**src/rtl/ring_osc_freq_meter_pkg.sv**
```systemverilog
// Shared constants, FSM encoding and a sizing helper for the ring oscillator frequency meter.
package ring_osc_freq_meter_pkg;

    localparam int unsigned COUNT_BITS_DEF  = 16;
    localparam int unsigned GATE_BITS_DEF   = 16;
    localparam int unsigned SYNC_STAGES_DEF = 2;

    typedef enum logic [1:0] {
        StIdle   = 2'd0,
        StSettle = 2'd1,
        StGate   = 2'd2,
        StDone   = 2'd3
    } meter_state_e;

    // Bits needed for a down-counter that runs from stages-1 to 0.
    function automatic int unsigned settle_width(input int unsigned stages);
        return (stages <= 2) ? 1 : $clog2(stages);
    endfunction

endpackage

```
**src/rtl/osc_edge_sync.sv**
```systemverilog
// Multi-flop synchroniser for an asynchronous input followed by a rising-edge detector.
module osc_edge_sync
    import ring_osc_freq_meter_pkg::*;
#(
    parameter int unsigned SYNC_STAGES = SYNC_STAGES_DEF
) (
    input  logic clk,
    input  logic rst,
    input  logic async_in,
    output logic rise
);

    if (SYNC_STAGES < 2) begin : g_bad_stages
        $error("osc_edge_sync: SYNC_STAGES must be >= 2");
    end

    logic [SYNC_STAGES-1:0] sync_q, sync_d;
    logic                   prev_q, prev_d;

    // Shift the async input through the synchroniser; remember the last synchronised level.
    always_comb begin
        sync_d = {sync_q[SYNC_STAGES-2:0], async_in};
        prev_d = sync_q[SYNC_STAGES-1];
    end

    // Synchroniser and edge-detect registers, cleared by reset.
    always_ff @(posedge clk) begin
        if (rst) begin
            sync_q <= '0;
            prev_q <= 1'b0;
        end else begin
            sync_q <= sync_d;
            prev_q <= prev_d;
        end
    end

    assign rise = sync_q[SYNC_STAGES-1] & ~prev_q;

endmodule

```
**src/rtl/ring_osc_freq_meter.sv**
```systemverilog
// Counts synchronised rising edges of osc_in over a gate window of gate_len system clocks.
module ring_osc_freq_meter
    import ring_osc_freq_meter_pkg::*;
#(
    parameter int unsigned COUNT_BITS  = COUNT_BITS_DEF,
    parameter int unsigned GATE_BITS   = GATE_BITS_DEF,
    parameter int unsigned SYNC_STAGES = SYNC_STAGES_DEF
) (
    input  logic                  clk,
    input  logic                  rst,
    input  logic                  osc_in,
    input  logic                  start,
    input  logic [GATE_BITS-1:0]  gate_len,
    output logic                  busy,
    output logic                  done,
    output logic [COUNT_BITS-1:0] count,
    output logic                  overflow
);

    localparam int unsigned SW = settle_width(SYNC_STAGES);

    logic                  rise;
    meter_state_e          state_q, state_d;
    logic [GATE_BITS-1:0]  gate_q, gate_d;
    logic [SW-1:0]         settle_q, settle_d;
    logic [COUNT_BITS-1:0] cnt_q, cnt_d, cnt_inc;
    logic                  sat_q, sat_d, sat_inc;
    logic [COUNT_BITS-1:0] count_q, count_d;
    logic                  ovf_q, ovf_d;
    logic                  busy_q, busy_d;
    logic                  done_q, done_d;

    osc_edge_sync #(
        .SYNC_STAGES (SYNC_STAGES)
    ) u_sync (
        .clk      (clk),
        .rst      (rst),
        .async_in (osc_in),
        .rise     (rise)
    );

    // Saturating edge counter value including this cycle's edge.
    always_comb begin
        cnt_inc = cnt_q;
        sat_inc = sat_q;
        if (rise) begin
            if (&cnt_q) begin
                sat_inc = 1'b1;
            end else begin
                cnt_inc = cnt_q + COUNT_BITS'(1);
            end
        end
    end

    // FSM next state, gate/settle timers and result capture on entry to DONE.
    always_comb begin
        state_d  = state_q;
        gate_d   = gate_q;
        settle_d = settle_q;
        cnt_d    = cnt_q;
        sat_d    = sat_q;
        count_d  = count_q;
        ovf_d    = ovf_q;
        done_d   = 1'b0;
        unique case (state_q)
            StIdle: begin
                if (start) begin
                    gate_d   = gate_len;
                    cnt_d    = '0;
                    sat_d    = 1'b0;
                    settle_d = SW'(SYNC_STAGES - 1);
                    state_d  = StSettle;
                end
            end
            StSettle: begin
                // Edges here come from stale synchroniser contents and are dropped.
                if (settle_q == '0) begin
                    if (gate_q == '0) begin
                        state_d = StDone;
                        done_d  = 1'b1;
                        count_d = cnt_q;
                        ovf_d   = sat_q;
                    end else begin
                        state_d = StGate;
                    end
                end else begin
                    settle_d = settle_q - SW'(1);
                end
            end
            StGate: begin
                cnt_d  = cnt_inc;
                sat_d  = sat_inc;
                gate_d = gate_q - GATE_BITS'(1);
                if (gate_q == GATE_BITS'(1)) begin
                    state_d = StDone;
                    done_d  = 1'b1;
                    count_d = cnt_inc;
                    ovf_d   = sat_inc;
                end
            end
            StDone: begin
                state_d = StIdle;
            end
        endcase
        busy_d = (state_d == StSettle) || (state_d == StGate);
    end

    // State, timers, working counter and registered outputs.
    always_ff @(posedge clk) begin
        if (rst) begin
            state_q  <= StIdle;
            gate_q   <= '0;
            settle_q <= '0;
            cnt_q    <= '0;
            sat_q    <= 1'b0;
            count_q  <= '0;
            ovf_q    <= 1'b0;
            busy_q   <= 1'b0;
            done_q   <= 1'b0;
        end else begin
            state_q  <= state_d;
            gate_q   <= gate_d;
            settle_q <= settle_d;
            cnt_q    <= cnt_d;
            sat_q    <= sat_d;
            count_q  <= count_d;
            ovf_q    <= ovf_d;
            busy_q   <= busy_d;
            done_q   <= done_d;
        end
    end

    assign busy     = busy_q;
    assign done     = done_q;
    assign count    = count_q;
    assign overflow = ovf_q;

endmodule

```
**config.mk**
```make
export PLATFORM = sky130hd
export DESIGN_NAME = ring_osc_freq_meter
export DESIGN_NICKNAME = d
export VERILOG_FILES = /design/src/rtl/ring_osc_freq_meter_pkg.sv /design/src/rtl/osc_edge_sync.sv /design/src/rtl/ring_osc_freq_meter.sv
export SDC_FILE = /design/constraint.sdc
export NUM_CORES = 1
export LEC_CHECK = 0
export ABC_AREA = 1
export CORE_ASPECT_RATIO = 0.8
export CORE_MARGIN = 2
export CORE_UTILIZATION = 30
export CTS_BUF_LIST = sky130_fd_sc_hd__clkbuf_2 sky130_fd_sc_hd__clkbuf_4 sky130_fd_sc_hd__clkbuf_8
export DETAILED_ROUTE_END_ITERATION = 8
export GPL_TIMING_DRIVEN = 0
export SYNTH_ARGS = -nofsm -noshare
export SYNTH_HDL_FRONTEND = slang
export SYNTH_SLANG_ARGS = --single-unit
```
**constraint.sdc**
```tcl
create_clock -name clk -period 2.1 [get_ports clk]
set_clock_uncertainty 0.1 [all_clocks]
set_input_delay 0.21 -clock clk [delete_from_list [all_inputs] [get_ports clk]]
set_output_delay 0.21 -clock clk [all_outputs]
set_load 0.01 [all_outputs]
```
Word-level counts from Yosys, hierarchy flattened --
Cells that the tools add are included. W data, S select, Z words.
Cells by class: equal/unequal tests 10, reductions and logical operators 10, muxes and demuxes 30, bitwise operators 2, $add $sub $neg 3
Operators with widths (count):
- $mux W16 | 7
- $pmux W16 S2 | 3
- $add A16 B1 Y16 const B | 1
- $eq A16 B1 Y1 const B | 1
- $logic_not A16 Y1 | 1
- $reduce_and A16 Y1 | 1
- $sub A16 B1 Y16 const B | 1
- $mux W1 | 12
- $ne A2 B2 Y1 const B | 4
- $pmux W1 S2 | 4
- $pmux W2 S4 | 1
- $eq A2 B2 Y1 const B | 3
- $mux W2 | 3
- $reduce_bool A2 Y1 | 3
- $eq A2 B1 Y1 const B | 2
- $reduce_and A2 Y1 | 2
- $reduce_and A4 Y1 | 1
- $logic_not A2 Y1 | 1
- $and A1 B1 Y1 | 1
- $logic_or A1 B1 Y1 | 1
- $not A1 Y1 | 1
- $sub A1 B1 Y1 const B | 1
Storage, ports and cells: output and inout bits 19, logic and storage cells 66, flip-flop bits (word level) 58, input port bits 20

Logic depth before layout (Yosys ltp) --
Gate-level depths: netlist (run 1).
word-level depth 6, mapped depth 12, gate-level depth less buffers 11

Cells and area by module --
Synthesis (run 1) repeated with hierarchy kept, for this count alone.
Second synthesis, totals: cells, all modules 510, area total of the unflattened synthesis 3403.3 um^2
By module, submodules not included:
- ring_osc_freq_meter | cells each 500, seq. area each 1101.1 um^2, area each 3316.9 um^2, instances 1
- osc_edge_sync | cells each 10, seq. area each 60.1 um^2, area each 86.3 um^2, instances 1

Worst setup path after synthesis (run 1) --
Ideal clock, no wire load.
kind reg-to-reg, start point register state_q[0], end point register count_q[3] (netlist: count[3]), buffers on the path 2, period minus slack after synthesis 1.775 ns, arrival time 1.561 ns, cell stages (with the launch flop) 12, slack 0.325 ns, cells stage by stage dfxtp_1 -> inv_1 -> ha_1 -> buf_2 -> nand2_1 -> nor3_2 -> nand2_2 -> nand2_4 -> nand2_4 -> buf_6 -> nor3b_2 -> nor2_1
Between the ends: cells in the longest elaborated chain, start to end 3, elaborated cells between the ends (all ways) 8, those cells by class eq/ne: 5; mux: 1; reduce/logical: 2
RTL lines:
- start: declaration | line ring_osc_freq_meter.sv:23 | meter_state_e state_q, state_d;
- start signal: assignment | line ring_osc_freq_meter.sv:111 | state_q <= StIdle;
- start signal: assignment | line ring_osc_freq_meter.sv:121 | state_q <= state_d;
- $eq A2 B2 Y1 or $eq A2 B1 Y1 (tied branches) | line ring_osc_freq_meter.sv:65 | unique case (state_q)
- $ne A2 B2 Y1 (no line) or $reduce_bool A2 Y1 (tied branches)
- $reduce_and A4 Y1 (no line)
- end signal: assignment | line ring_osc_freq_meter.sv:126 | count_q <= count_d;
- end: declaration | line ring_osc_freq_meter.sv:28 | logic [COUNT_BITS-1:0] count_q, count_d;
Parallel ways exist; a longest one is shown, timed or not. A chain may end at the register's enable or synchronous reset.

Worst setup path after layout (run 1) --
start point register state_q[0], end point register count_q[5] (netlist: count[5])
Same word-level chain as after synthesis.

==> impl_results.md, run 1 <==
- DIE AREA: 12800 um^2
- Slew HR: 58.3%
- R2R depth: 11
- Setup violations, final: 0
- Post-synthesis sequential area ratio: 32.4%
- Cts hold-fix bufs: 0
- Tcrit/Tclk final: 93.9%
- Final GP Congestion: 0.915
- VDD IR-drop max: 0.000369 V
- Global-route wire length before repair: 17000 um
- Leak Pwr: 1.87 nW
- Layout cells sized above 1: 12.5%
- Switching share of power: 39.2%
- MaxCap Viol Count: 0
- Cells along the critical path: inv_2 > ha_1 > buf_6 > nand2_1 > nor3_4 > nand2_4 > buf_4 > nand2_2 > nand3_1 > nor2_1 > nor2_1
- Initial antenna violation count: 0
- Hold_ws: 222 ps
- Crit path kind: reg2reg
- Max Fanout on Critical Path: 10
- Total track usage: 16.7%
- Num Clock Sinks: 58
- Int Power: 0.00241 W
- Post-synth EDFFs: 0
- Number of remaining DRC errors: 0
- Layout area overhead: 23.2%
- Fin worst setup slack: 127 ps
- Cell taking the most area after synthesis: dfxtp_1
- Vias in the first global route: 3445
- Top post-synthesis cells by area: dfxtp_1 32%, nand2_1 16%, nor2_1 10%
- Number of buffers created by CTS: 9
- Psw: 0.00156 W
- I/O pins: 39
- Clk_lat worst skew: 360 ps
- Most common cell in the netlist: nand2_1
- CP max-delay cell: dfxtp_1
- Site Rows: 35
- Warnings, synthesis: 0
- Worst Path Buf+Inv: 3
- CORE AREA: 11600 um^2
- Logic pwr share: 37.9%
- Mapped cell area: 3580 um^2
- Initial core utilization: 31.0%
- Final Hold Viols: 0
- DPL Wire Length: 7540 um
- FF+latch count, synth: 58
- CTS tree: built
- Asr flop ratio synth: 0%
- Port bufs: 37
- Main synth FF type: dfxtp_1
- Top-area cell type share of the netlist area: 32.4%
- Mean Syn Cell Area: 6.22 um^2
- DP Worst Slack: -57.8 ps
- 1st-pass router iterations: 5
- CP Capture Type: register
- Worst EP arrival: 2120 ps
- Min Tclk post-route: 1970 ps
- Crit path launch: state_q[0]
- WP data required: 2250 ps
- Seq pwr share: 36.7%
- Fin nets: 656
- Die H: 102 um
- Post-Syn Nets: 603
- Clock power frac: 25.5%
- CP dominant cell by count: nor2_1
- CP Launch Type: register
- Largest net degree at the start of global routing: 11
- Actual slew at the worst max-slew pin: 626 ps
- Cell count after synthesis: 576
- FILL cells: 1296
- RSZ-0062 raised after global routing: yes
- Worst r2r dst: count[5]
- Power per cell area: 900 nW/um^2
- Post-synth top cells: 157 x nand2_1, 100 x nor2_1, 58 x dfxtp_1
- Initial DRC count: 249
- Root Buffer: clkbuf_8
- Via count: 3790
- Clock buffer depth: 2
- Worst R2R Setup Slack: 130 ps
- Slew Viols, Final: 0
- Netlist cell types: 35
- DRT Wirelength: 10400 um
- Hold Path Class: in2reg
- Worst reg2reg path startpoint: state_q[0]
- Vias per Instance: 4.85
- Fmax: 507 MHz
- Global route overflow: 0
- CP peak stage delay: 330 ps
- Crit path depth: 11
- Clk slew on worst S/H paths: 60 ps
- Setup TNS: 0 ps
- Number of diodes: 0
- Tot Pwr: 0.00397 W
- Wirelength per Cell: 13.3 um
- Run status: finished clean
- Layout Utilization: 38.1%
- Chip width: 126 um
- Critical path's top delay family: simple AND/OR/NAND/NOR gates
- Worst setup endpoint: count[5]
- H-tree Lvls: 3
- Antenna viol nets, final: 0
-- layout by cell type (no fill, tap or decap), drive strengths merged --
cell type / count
buf: 17
clkbuf: 23
a31oi: 1
clkinv: 2
dfxtp: 58
ha: 7
nor3b: 1
o31ai: 2
a211oi: 3
nand3b: 1
nand4: 3
o21ai: 29
nand3: 36
nand2: 175
a221oi: 2
o21bai: 1
a22o: 1
o211ai: 4
nor2: 115
xor2: 3
clkdlybuf4s50: 37
nor3: 8
inv: 61
a21oi: 43
o21a: 1
-- timing repair --
item | in CTS | in global routing
gates resized for setup | 2 | 15
endpoints found under the setup margin | 24 | 43
setup buffers | 0 | 4
cloned | 0 | 1
pin swaps | 0 | 4
-- power groups by stage --
stage / logic, W / registers [W] / clock network (W)
finish: 0.00150 / 0.00146 / 0.00101
global route: 0.00168 / 0.00148 / 0.00109
CTS: 0.00145 / 0.00145 / 0.00103
detailed placement: 0.00144 / 0.00148 / 0
global placement: 0.00142 / 0.00147 / 0
floorplan: 0.000975 / 0.00147 / 0
-- worst reg2reg max path, cell delays in order (launching register included) --
cell,delay (ps)
dfxtp_1,330
inv_2,90
ha_1,160
buf_6,140
nand2_1,100
nor3_4,250
nand2_4,100
buf_4,150
nand2_2,120
nand3_1,90
nor2_1,170
nor2_1,50
-- metal layers --
metal,share of wire (%),track usage (%),up-vias
met4,1.2,4.90,0
met3,6.9,3.91,11
li1,-,-,1932
met5,0,0,-
met1,50,23.1,1722
met2,42,26.1,125
-- area by class of cell --
| type | count | area [um^2] | area share, % |
|---|---|---|---|
| plain buffers | 22 | 120 | 2.72 |
| inverters | 61 | 229 | 5.19 |
| clock inverters | 2 | 10.0 | 0.227 |
| flip-flops and latches | 58 | 1160 | 26.4 |
| clock buffers | 14 | 180 | 4.09 |
| multi-input cells | 436 | 2120 | 48.1 |
| repair buffers | 41 | 400 | 9.08 |
| well taps | 148 | 185 | 4.20 |
-- kinds of logic after synthesis --
family / Yosys count / share of synthesized area [%]
and+or+nand+nor: 338 / 41.4
AOI/OAI and AO/OA: 87 / 13.5
buffers and inverters: 83 / 9.47
DFF: 58 / 32.4
adders and majority gates: 7 / 2.45
xor gates and xnor gates: 3 / 0.734
-- metrics by stage --
stage                     std cells  instance area (um^2)
final                           782                  4410
after global placement          761                  4140
after floorplan                 576                  3580
after global routing            782                  4410
after detailed placement        761                  4140
after CTS                       777                  4330
-- sequential cells by signal (all words and copies together) (netlist names) --
register,count
state_q,2
sat_q,1
busy,1
cnt_q,16
u_sync.prev_q,1
gate_q,16
count,16
settle_q,1
done,1
u_sync.sync_q,2
overflow,1
-- worst min-delay path by stage --
| stage | start | to | depth (start not counted) |
|---|---|---|---|
| after global routing | rst | gate_q[15] | 2 |
| after global placement | u_sync.sync_q[0] | u_sync.sync_q[1] | 2 |
| after CTS | rst | gate_q[15] | 2 |
| final | rst | gate_q[15] | 2 |
| after floorplan | osc_in | u_sync.sync_q[0] | 2 |
| after detailed placement | u_sync.sync_q[0] | u_sync.sync_q[1] | 2 |
No activity file was read; power rests on OpenSTA's default activity.
==> run 2, diff against run 1 <==
Settings changed: CORE_UTILIZATION 30 to 56, PLACE_DENSITY set to 0.79.
==> run 2 against run 1 <==
Final area decreased by 2.4%. Sequential power is essentially flat. Via count up 1.5%. Largest cell class unchanged. Power grew 0.69%. Register-to-register slack about the same. Flip-flop and latch count unchanged.
==> impl_results.md, run 2 (synthesis results as in run 1) <==
- VDD IR-drop max: 0.000545 V
- RSZ-0062 raised after global routing: no
- Run status: finished clean
- Final GP Congestion: 0.932
- 1st-pass router iterations: 5
- Power per cell area: 929 nW/um^2
- Clock buffer depth: 2
- Hold Path Class: in2reg
- Slew Viols, Final: 0
- Number of diodes: 0
- Most frequent cells in the layout: 156 x nand2_1, 99 x nor2_1, 57 x dfxtp_1
- Max Fanout on Critical Path: 6
- Worst EP arrival: 2110 ps
- Crit path launch: cnt_q[1]
- DIE AREA: 7050 um^2
- Global route overflow: 0
- Num Clock Sinks: 58
- Via count: 3846
- H-tree Lvls: 3
- Antenna viol nets, final: 0
- Initial core utilization: 57.0%
- Vias in the first global route: 3280
- Worst setup endpoint: count[1]
- Min Tclk post-route: 1970 ps
- MaxCap Viol Count: 0
- Number of buffers created by CTS: 9
- Tcrit/Tclk final: 94.0%
- Number of remaining DRC errors: 0
- Commonest non-fill, non-tap cell in the layout: nand2_1
- DPL Wire Length: 7280 um
- Setup violations, final: 0
- Actual slew at the worst max-slew pin: 637 ps
- Design area: 4300 um^2
- I/O pins: 39
- Clk slew on worst S/H paths: 70 ps
- CP Capture Type: register
- DRT Wirelength: 10000 um
- Wirelength per Cell: 14.0 um
- Layout area overhead: 20.2%
- Leak Pwr: 1.83 nW
- Port bufs: 37
- Chip width: 93.4 um
- Die H: 75.5 um
- Slew HR: 57.6%
- CORE AREA: 6280 um^2
- Worst R2R Setup Slack: 130 ps
- Fin nets: 653
- Hold_ws: 195 ps
- WP data required: 2240 ps
- Layout Utilization: 68.5%
- Initial DRC count: 436
- Global-route wire length before repair: 16200 um
- Total track usage: 29.9%
- Worst reg2reg path startpoint: cnt_q[1]
- Root Buffer: clkbuf_8
- Layout cells sized above 1: 12.2%
- Largest net degree at the start of global routing: 11
- Vias per Instance: 5.38
- CTS tree: built
- Worst r2r dst: count[1]
- Cts hold-fix bufs: 0
- Crit path kind: reg2reg
- FILL cells: 560
- Initial antenna violation count: 0
- CP Launch Type: register
- Fmax: 507 MHz
- Clk_lat worst skew: 340 ps
- Placed cell area: 4060 um^2
- Site Rows: 26
- Final Hold Viols: 0
- R2R depth: 10
-- run 2: changes by cell type in the layout (fill, tap and decap cells not counted), sizes merged --
cell	change
nand2	-1
clkbuf	-3
bufinv	+1
buf	-2
clkinvlp	+2
-- run 2: per-stage QoR --
stage / std cells / setup WS, ps / total power (W) / setup TNS (ps)
global placement: 697 / -27.4 / 0.00287 / -59.6
global route: 715 / 0.755 / 0.00426 / 0
floorplan: 576 / 325 / 0.00244 / 0
finish: 715 / 127 / 0.00400 / 0
CTS: 715 / 50.9 / 0.00396 / 0
detailed placement: 697 / -79.4 / 0.00291 / -844
-- run 2: how the worst min path moves through the flow --
stage               slack [ps]  depth (start not counted)             start          endpoint
floorplan                  220                          2            osc_in  u_sync.sync_q[0]
global placement           300                          2  u_sync.sync_q[0]  u_sync.sync_q[1]
detailed placement         310                          2  u_sync.sync_q[0]  u_sync.sync_q[1]
CTS                        180                          2               rst        gate_q[15]
global route               210                          2               rst        gate_q[15]
finish                     190                          2               rst        gate_q[15]
-- run 2: metal layers --
metal / wire length, um / share of wire [%] / global-route usage (%)
met1: 4790 / 48 / 43.1
met2: 4220 / 42 / 44.3
met3: 893 / 8.9 / 8.51
met4: 97 / 0.97 / 7.52
met5: 0 / 0 / 0
-- run 2: layout make-up --
type,count,area [um^2],area share [%]
Buffer,22,123,2.85
Clock buffer,11,139,3.23
Clock inverter,5,55.1,1.28
Inverter,61,229,5.32
Multi-Input combinational cell,435,2100,48.9
Sequential cell,58,1160,27.0
Tap cell,84,105,2.44
Timing Repair Buffer,39,385,8.96
-- run 2: where the power goes --
group / leakage [nW] / internal [W] / switching (W) / total (W)
sequential: 0.477 / 0.00128 / 0.000172 / 0.00146
combinational: 1.26 / 0.000584 / 0.000929 / 0.00151
clock: 0.0962 / 0.000570 / 0.000459 / 0.00103
-- run 2: timing repair --
item | in CTS | in global routing
gates cloned | 0 | 0
buffers inserted | 2 | 0
endpoints found under the setup margin | 29 | 40
pin swaps | 2 | 1
resized for setup | 4 | 12
-- run 2: critical path, cell delays in order, from the launching register on --
cell and delay [ps]:
dfxtp_1 400, ha_1 230, nand2_1 120, nor2_4 160, nand2_1 110, nor2_4 230
nor2_2 100, nor2_1 100, nor2_1 70, a21oi_1 190, nor2_1 60
